[src/rtl/program_loader.sv]
// Boot-time loader: parses a header + data + instruction word stream into preload
// write strobes for the core's data and instruction memories, then releases the core.
module program_loader (
  input  logic        clk,
  input  logic        reset,
  input  logic        start,
  input  logic        in_valid,
  input  logic [31:0] in_word,
  input  logic        in_last,
  output logic        in_ready,
  output logic [31:0] instruction,
  output logic [6:0]  instructionAddress,
  output logic        writeEnable,
  output logic [31:0] data,
  output logic [6:0]  dataAddress,
  output logic        dataWriteEnable,
  output logic        cpu_run,
  output logic        error
);

  typedef enum logic [2:0] {
    StIdle, StHdr, StData, StInstr, StFlush, StDone, StErr
  } state_e;

  state_e      state_q, state_d;
  logic [7:0]  ni_q, nd_q;
  logic [6:0]  icount_q, dcount_q;

  logic        hs;
  logic [7:0]  hdr_ni, hdr_nd;
  logic        hdr_bad, hdr_empty;
  logic        last_data, last_instr, is_final, last_ok;
  logic        ld_hdr, wr_data, wr_instr;
  logic        in_ready_d, cpu_run_d, error_d;

  assign hs        = in_valid && in_ready;
  assign hdr_ni    = in_word[7:0];
  assign hdr_nd    = in_word[15:8];
  assign hdr_bad   = (hdr_ni > 8'd128) || (hdr_nd > 8'd128);
  assign hdr_empty = (hdr_ni == 8'd0) && (hdr_nd == 8'd0);
  // Counts are at most 128, so count-1 always fits the 7-bit counters.
  assign last_data  = ({1'b0, dcount_q} == (nd_q - 8'd1));
  assign last_instr = ({1'b0, icount_q} == (ni_q - 8'd1));

  // Whether the word currently offered is the final word of the image.
  always_comb begin
    is_final = 1'b0;
    case (state_q)
      StHdr:   is_final = hdr_empty;
      StData:  is_final = last_data && (ni_q == 8'd0);
      StInstr: is_final = last_instr;
      default: is_final = 1'b0;
    endcase
  end

  assign last_ok = (in_last == is_final);

  // State register
  always_ff @(posedge clk) begin
    if (reset) begin
      state_q <= StIdle;
    end else begin
      state_q <= state_d;
    end
  end

  // Next-state logic
  always_comb begin
    state_d = state_q;
    case (state_q)
      StIdle: begin
        if (start) state_d = StHdr;
      end
      StHdr: begin
        if (hs) begin
          if (hdr_bad || !last_ok) state_d = StErr;
          else if (hdr_empty)      state_d = StFlush;
          else if (hdr_nd != 8'd0) state_d = StData;
          else                     state_d = StInstr;
        end
      end
      StData: begin
        if (hs) begin
          if (!last_ok)       state_d = StErr;
          else if (last_data) state_d = (ni_q != 8'd0) ? StInstr : StFlush;
        end
      end
      StInstr: begin
        if (hs) begin
          if (!last_ok)        state_d = StErr;
          else if (last_instr) state_d = StFlush;
        end
      end
      StFlush: state_d = StDone;
      StDone: begin
        if (start) state_d = StHdr;
      end
      StErr:   state_d = StErr;
      default: state_d = StIdle;
    endcase
  end

  // Output decode; flags are registered from the next state so they track state_q exactly.
  always_comb begin
    in_ready_d = (state_d == StHdr) || (state_d == StData) || (state_d == StInstr);
    // cpu_run needs a full cycle in DONE, and drops on the edge that takes start.
    cpu_run_d  = (state_q == StDone) && (state_d == StDone);
    error_d    = (state_d == StErr);
    ld_hdr     = (state_q == StHdr) && hs;
    wr_data    = (state_q == StData) && hs && last_ok;
    wr_instr   = (state_q == StInstr) && hs && last_ok;
  end

  always_ff @(posedge clk) begin
    if (reset) begin
      in_ready           <= 1'b0;
      cpu_run            <= 1'b0;
      error              <= 1'b0;
      writeEnable        <= 1'b0;
      dataWriteEnable    <= 1'b0;
      instruction        <= 32'd0;
      instructionAddress <= 7'd0;
      data               <= 32'd0;
      dataAddress        <= 7'd0;
      ni_q               <= 8'd0;
      nd_q               <= 8'd0;
      icount_q           <= 7'd0;
      dcount_q           <= 7'd0;
    end else begin
      in_ready        <= in_ready_d;
      cpu_run         <= cpu_run_d;
      error           <= error_d;
      writeEnable     <= 1'b0;
      dataWriteEnable <= 1'b0;
      if (ld_hdr) begin
        ni_q     <= hdr_ni;
        nd_q     <= hdr_nd;
        icount_q <= 7'd0;
        dcount_q <= 7'd0;
      end
      if (wr_data) begin
        data            <= in_word;
        dataAddress     <= dcount_q;
        dataWriteEnable <= 1'b1;
        dcount_q        <= dcount_q + 7'd1;
      end
      if (wr_instr) begin
        instruction        <= in_word;
        instructionAddress <= icount_q;
        writeEnable        <= 1'b1;
        icount_q           <= icount_q + 7'd1;
      end
    end
  end

endmodule

[config.mk]
export PLATFORM = sky130hd
export DESIGN_NAME = program_loader
export DESIGN_NICKNAME = d
export VERILOG_FILES = /design/src/rtl/program_loader.sv
export SDC_FILE = /design/constraint.sdc
export NUM_CORES = 1
export LEC_CHECK = 0
export CAP_MARGIN = 20
export CELL_PAD_IN_SITES_DETAIL_PLACEMENT = 0
export CELL_PAD_IN_SITES_GLOBAL_PLACEMENT = 1
export CORE_UTILIZATION = 34
export DETAILED_ROUTE_END_ITERATION = 8
export GPL_TIMING_DRIVEN = 0
export PLACE_DENSITY = 0.79
export SLEW_MARGIN = 20
export SYNTH_ARGS = -nofsm -noshare
export SYNTH_HDL_FRONTEND = slang
export SYNTH_SLANG_ARGS = --single-unit
[constraint.sdc]
create_clock -name clk -period 3.4 [get_ports clk]
set_input_delay 0.68 -clock clk [delete_from_list [all_inputs] [get_ports clk]]
set_output_delay 0.68 -clock clk [all_outputs]
set_load 0.02 [all_outputs]
==> results of run 1 <==
-- synth_stat cells, types with 8 or more instances --
cell type | count | share of area [%]
o21ai_0 | 8 | 0.78
nand3_1 | 14 | 1.4
and3_1 | 8 | 0.97
dfxtp_1 | 116 | 45
nand2_1 | 52 | 3.8
buf_6 | 8 | 1.8
xor2_1 | 8 | 1.4
a21oi_1 | 23 | 2.2
clkbuf_1 | 24 | 1.8
nor2_1 | 90 | 6.6
xnor2_1 | 14 | 2.4
nor3_1 | 12 | 1.2
mux2i_1 | 78 | 15
-- power by group through the flow --
stage,combinational [W],sequential (W),clock [W]
floorplan,0.000294,0.00145,0
global placement,0.000441,0.00145,0
detailed placement,0.000450,0.00145,0
CTS,0.000481,0.00142,0.00195
global route,0.000566,0.00142,0.00202
finish,0.000519,0.00142,0.00194
-- what timing repair did --
action	4_1_cts	5_1_grt
buffers inserted	12	5
endpoints found under the setup margin	98	97
pin swaps	8	8
gates resized for setup	28	23
cloned	4	4
-- kinds of logic (layout without fill, tap and decap cells) --
family,Yosys count,count (layout),share of synthesized area [%]
AO/OA/AOI/OAI,64,64,8.59
XOR/XNOR,22,22,3.75
adder cells (fa/ha/maj),5,5,1.22
buffers and inverters,38,209,4.02
flip-flops,116,116,45.2
multiplexers,81,81,15.8
AND/OR/NAND/NOR,223,223,21.4
-- per-stage QoR --
step                setup TNS (ns)  std cells  utilization [%]
floorplan                   -0.265        549                -
global placement            -77.78        850             44.8
detailed placement          -76.97        850             44.8
CTS                        -0.0550        896             51.2
global route                -10.03        904             52.8
finish                      -0.313        904             52.8
-- registers in the layout (all words and copies together), names as in the netlist, 7 cells and up --
signal / flops
icount_q: 7
dataAddress: 7
ni_q: 8
dcount_q: 7
instruction: 32
nd_q: 8
data: 32
instructionAddress: 7
-- area by class of cell --
type | count | area (µm²)
tap | 184 | 230
inverter | 5 | 18.8
clock buffer | 23 | 498
buffer | 33 | 265
timing repair buffer | 140 | 1510
fill | 1313 | 6910
multi-input combinational | 395 | 2740
sequential | 116 | 2330
clock inverter | 8 | 146
-- path summary, 6_finish.rpt --
kind	start	to	slack, ns	cells past startpoint
worst max-delay path	in_word[12]	instruction[13]	-0.05	12
worst min-delay path	nd_q[7]	nd_q[7]	0.48	2
worst max register to register	nd_q[3]	instruction[13]	-0.02	12
worst min register to register	nd_q[7]	nd_q[7]	0.48	2
-- worst register-to-register path: stages, from the launching register on --
cell     delay, ns
dfxtp_2       0.31
or4_4         0.52
or4b_1        0.46
and3_1        0.17
o31a_1        0.28
or3_4         0.36
a22o_4        0.31
nor3_4        0.23
buf_6         0.15
buf_6         0.11
buf_12        0.12
mux2i_1       0.20
nor2_1        0.07
-- layer usage --
| layer | vias to the layer above | global-route usage (%) | share of wire [%] |
|---|---|---|---|
| met2 | 124 | 32.7 | 49 |
| li1 | 2227 | - | - |
| met5 | - | 0 | 0 |
| met1 | 2164 | 21.9 | 42 |
| met4 | 0 | 7.32 | 1.9 |
| met3 | 21 | 6.55 | 7.1 |
==> results.py, run 1 <==
metrics = {
    "route": {
        "routed-via-count": 4536,
        "avgViaCountPerCell": 5.02,
        "routed_wirelength_mm": 15.2,
        "drtIter0Drc": 185,
        "drtAntennaViolNets": 0,
        "dr.pass1.iters": 6,
        "routedWlPerCell_um": 16.8,
        "drc_errors": 2,
    },
    "synthesis": {
        "ys_types": 58,
        "yosysSeqAreaShare_pct": 45.2,
        "synth_edf_count": 0,
        "synthFlopType": "dfxtp_1",
        "synth_area_um2": 5140,
        "ys_ff_latch": 116,
        "syn_area_per_cell_um2": 9.36,
        "synthArstFlopShare_pct": 0,
        "yosys_warnings": 0,
        "synth_cells": 549,
        "syn_nets": 591,
    },
    "timing": {
        "setup_violations": 18,
        "maxSlewViolCount": 0,
        "whs_ns": 0.484,
        "setup_ws_ns": -0.0469,
        "rsz0062_at_grt": "yes",
        "slew_headroom_pct": 25.5,
        "hold_viol_final": 0,
        "clock_skew_ns": 0.00933,
        "worst_slew_pin_slew_ns": 1.11,
        "fmax_mhz": 290,
        "fin_crit_ns": 3.45,
        "finalCritPeriodShare_pct": 101,
    },
    "status": {
        "status": "finished, violations left",
        "violations": "DRC, setup timing",
    },
    "clock_tree": {
        "ctsHtreeMaxLevel": 4,
        "hold_buffers": 0,
        "cts_buffers": 17,
        "cts_tree": "done",
        "worstSkewPairLatency_ns": 0.41,
        "cts_sinks": 116,
        "clk_pin_slew_ns": 0.05,
        "cts_root_buffer": "clkbuf_16",
        "clock_path_buffers": 2,
    },
    "die": {
        "start_util_pct": 35.1,
        "ios": 120,
        "core_area_um2": 14600,
        "die_area_um2": 15600,
        "die_h_um": 125,
        "num_rows": 44,
        "die_w_um": 125,
    },
    "worst_setup_path": {
        "cpLargestDelayFamily": "simple AND/OR/NAND/NOR gates",
        "cp_slowest_cell": "or4_1",
        "cp.arrival_ns": 3.72,
        "crit_path_start_kind": "input port",
        "crit_buf_inv": 4,
        "path_class": "in2reg",
        "critPathMaxStageDelay_ns": 0.59,
        "critPathMaxFanout": 5,
        "worstPathCellList": "clkdlybuf4s50_1, or4_1, or3_4, nor4_4, nor3b_1, a22o_4, nor3_4, buf_6, buf_6, buf_12, mux2i_1, nor2_1",
        "cpMostUsedCell": "buf_6",
        "cp_data_required_time_ns": 3.68,
        "cp-end-kind": "register",
    },
    "power_and_ir_drop": {
        "switching_share_pct": 24.2,
        "seqPwrFrac_pct": 36.6,
        "p_clk_share_pct": 50.0,
        "p_total_w": 0.00387,
        "p_comb_share_pct": 13.4,
        "switchingPower_w": 0.000938,
        "internal_power_w": 0.00294,
        "ir_drop_mv": 0.382,
        "powerDensity_nw_per_um2": 501,
        "p_leak_nw": 2.71,
    },
    "layout": {
        "final_common_cell": "clkdlybuf4s50_1",
        "antennaDiodeCount": 0,
        "syn2layout_area_growth_pct": 50.5,
        "final_area_um2": 7730,
        "layout-drive-gt1-share_pct": 13.1,
        "final_cell_mix": "clkdlybuf4s50_1 (117), dfxtp_1 (112), nor2_1 (90)",
        "fin_nets": 750,
    },
    "job": {
        "maxCapViolations": 0,
    },
    "placed_design": {
        "hpwl_mm": 10.4,
        "gp_congestion": 0.827,
        "post_dp_cell_area_um2": 6570,
        "post-place-ws_ns": -0.850,
        "port_buffers": 117,
    },
    "grt": {
        "antenna_found_initial": 0,
        "grt_max_degree": 17,
        "grtUsageTotal_pct": 19.1,
        "grt-ovfl-total": 0,
        "grt_pass1_vias": 4604,
        "grt_pass1_wl_mm": 23.4,
    },
    "min_path": {
        "hold_class": "reg2reg",
    },
}
(Power assumes the default switching activity.)
==> run 2: changes to the inputs <==
--- a/config.mk
+++ b/config.mk
@@ -8,10 +8,10 @@
 export CAP_MARGIN = 20
 export CELL_PAD_IN_SITES_DETAIL_PLACEMENT = 0
 export CELL_PAD_IN_SITES_GLOBAL_PLACEMENT = 1
-export CORE_UTILIZATION = 34
+export CORE_UTILIZATION = 41
 export DETAILED_ROUTE_END_ITERATION = 8
 export GPL_TIMING_DRIVEN = 0
-export PLACE_DENSITY = 0.79
+export PLACE_DENSITY = 0.89
 export SLEW_MARGIN = 20
 export SYNTH_ARGS = -nofsm -noshare
 export SYNTH_HDL_FRONTEND = slang
==> constraint.sdc (replaced) <==
create_clock -name clk -period 4.4 [get_ports clk]
set_input_delay 0.88 -clock clk [delete_from_list [all_inputs] [get_ports clk]]
set_output_delay 0.88 -clock clk [all_outputs]
set_load 0.02 [all_outputs]
==> run 2 against run 1 <==
Net effect: the run now ends clean; wire length decreased by 11%; non-clock buffer count decreased by 23; global-route usage increased by 2.8 points; register-to-register slack improved by 0.64 ns; cell count decreased by 4.3%; worst hold slack improved by 0.0022 ns; via count decreased by 1.9%; combinational power decreased by 33%; critical path type unchanged; highest routed layer unchanged.
==> results.py, run 2 (synthesis results as in run 1) <==
metrics = {
    "status": {
        "status": "finished, final reports clean",
    },
    "layout": {
        "instances_no_fill": 865,
        "fin_nets": 727,
        "final_core_util_pct": 59.3,
        "nFillCells": 1098,
        "reg_top3": "data x32, instruction x32",
        "layout-drive-gt1-share_pct": 8.03,
        "antennaDiodeCount": 0,
        "final_common_cell": "clkdlybuf4s50_1",
        "final_cell_mix": "clkdlybuf4s50_1 (117), dfxtp_1 (116), nor2_1 (90)",
        "syn2layout_area_growth_pct": 39.6,
    },
    "timing": {
        "clock_skew_ns": 0.00737,
        "rsz0062_at_grt": "no",
        "worst_slew_pin_slew_ns": 0.681,
        "finalCritPeriodShare_pct": 95.5,
        "maxSlewViolCount": 0,
        "fin_crit_ns": 4.20,
        "hold_viol_final": 0,
        "slew_headroom_pct": 54.3,
        "setup_violations": 0,
        "setup_tns_ns": 0,
        "setup_ws_ns": 0.196,
        "fmax_mhz": 238,
    },
    "route": {
        "routed_wirelength_mm": 13.5,
        "avgViaCountPerCell": 5.14,
        "routedWlPerCell_um": 15.6,
        "drtAntennaViolNets": 0,
        "wl_met2_mm": 6.17,
        "drc_errors": 0,
        "dr.pass1.iters": 4,
        "wl_met3_mm": 1.14,
        "drtIter0Drc": 235,
        "top_layer": "met4",
        "routed-via-count": 4449,
        "met1_length_mm": 5.89,
    },
    "placed_design": {
        "post-place-ws_ns": -0.508,
        "gp_congestion": 0.824,
        "placedCellCount": 834,
        "port_buffers": 117,
        "hpwl_mm": 9.78,
    },
    "grt": {
        "grt-ovfl-total": 0,
        "grtUsageTotal_pct": 21.9,
        "grt_max_degree": 17,
        "grt_pass1_vias": 4396,
        "grt_pass1_wl_mm": 21.9,
        "antenna_found_initial": 0,
    },
    "worst_setup_path": {
        "cpLargestDelayFamily": "simple AND/OR/NAND/NOR gates",
        "crit_path_start_kind": "input port",
        "critPathMaxStageDelay_ns": 0.58,
        "path_class": "in2reg",
        "rr_worst_depth": 11,
        "worst-path-stages": 11,
        "crit_buf_inv": 3,
        "cp.arrival_ns": 4.48,
        "critPathMaxFanout": 10,
        "cp_data_required_time_ns": 4.68,
        "worstPathCellList": "clkdlybuf4s50_1, or4_1, or3_1, nor4_2, nor3b_1, a22o_4, nor3_2, buf_4, buf_6, mux2i_1, nor2_1",
        "cp_slowest_cell": "or4_1",
        "cp-end-kind": "register",
    },
    "clock_tree": {
        "cts_tree": "done",
        "clock_path_buffers": 2,
        "cts_sinks": 116,
        "hold_buffers": 0,
        "post-cts-setup-buffers": 0,
        "cts_buffers": 17,
        "ctsHtreeMaxLevel": 4,
        "worstSkewPairLatency_ns": 0.42,
        "cts_root_buffer": "clkbuf_16",
        "clk_pin_slew_ns": 0.05,
    },
    "power_and_ir_drop": {
        "switching_share_pct": 23.9,
        "p_comb_share_pct": 11.9,
        "seqPwrFrac_pct": 37.3,
        "p_clk_share_pct": 50.8,
        "powerDensity_nw_per_um2": 410,
        "internal_power_w": 0.00224,
        "p_leak_nw": 2.51,
        "switchingPower_w": 0.000704,
        "ir_drop_mv": 0.274,
    },
    "job": {
        "maxCapViolations": 0,
    },
    "die": {
        "start_util_pct": 42.4,
        "core_area_um2": 12100,
        "ios": 120,
        "num_rows": 40,
        "die_h_um": 114,
        "die_w_um": 114,
        "die_area_um2": 13000,
    },
    "min_path": {
        "hold_class": "reg2reg",
        "whs_path_depth": 2,
    },
}
-- run 2: changes by cell type in the layout (fill, tap and decap cells not counted), moves of 3 or more --
cell / previous run / this run
buf_4: 11 / 1
buf_12: 9 / 0
buf_6: 3 / 8
dfxtp_2: 3 / 0
clkbuf_16: 21 / 17
buf_16: 3 / 0
dfxtp_1: 112 / 116
-- run 2: area by class of cell --
class,count,area [µm²],area share (%)
buffer,33,188,2.62
clock buffer,23,498,6.94
clock inverter,8,146,2.04
inverter,5,18.8,0.262
multi-input combinational,395,2620,36.5
sequential,116,2320,32.4
tap,168,210,2.93
timing repair buffer,117,1170,16.3
-- run 2: power groups by stage --
stage          registers, W  clock network (W)  logic, W
3_3_place_gp        0.00112                  0  0.000340
5_1_grt             0.00110            0.00157  0.000385
2_1_floorplan       0.00112                  0  0.000225
6_report            0.00110            0.00150  0.000350
4_1_cts             0.00110            0.00151  0.000348
3_5_place_dp        0.00112                  0  0.000345
-- run 2: worst reg2reg max path, cell delays in order (launching register included) --
cell	delay, ns
dfxtp_1	0.36
or4_4	0.56
or4b_1	0.50
and3_1	0.18
o31a_1	0.34
or3_4	0.43
a22o_4	0.30
nor3_2	0.22
buf_4	0.27
buf_6	0.21
mux2i_1	0.22
nor2_1	0.06
-- run 2: layer usage --
metal	track usage [%]	up-vias
met5	0	-
met4	9.70	0
met3	9.51	27
met2	34.6	148
met1	25.8	2092
li1	-	2182
-- run 2: path summary, 6_finish.rpt --
kind	slack, ns	startpoint	to
max	0.20	in_word[11]	instruction[28]
min	0.49	ni_q[1]	ni_q[1]
max reg2reg	0.62	nd_q[0]	instruction[28]
min reg2reg	0.49	ni_q[1]	ni_q[1]
-- run 2: timing repair --
item | CTS | global route
gates resized for setup | 1 | 0
setup endpoints to repair | 77 | 0
endpoints found under the hold margin | 0 | 0
-- run 2: through the flow --
stage,power [W],hold slack (ns),cell area (µm²)
after detailed placement,0.00146,0.480,6520
after floorplan,0.00135,0.445,5140
after global placement,0.00146,0.466,6520
after global routing,0.00306,0.518,7180
final,0.00294,0.486,7180
after CTS,0.00296,0.487,7170
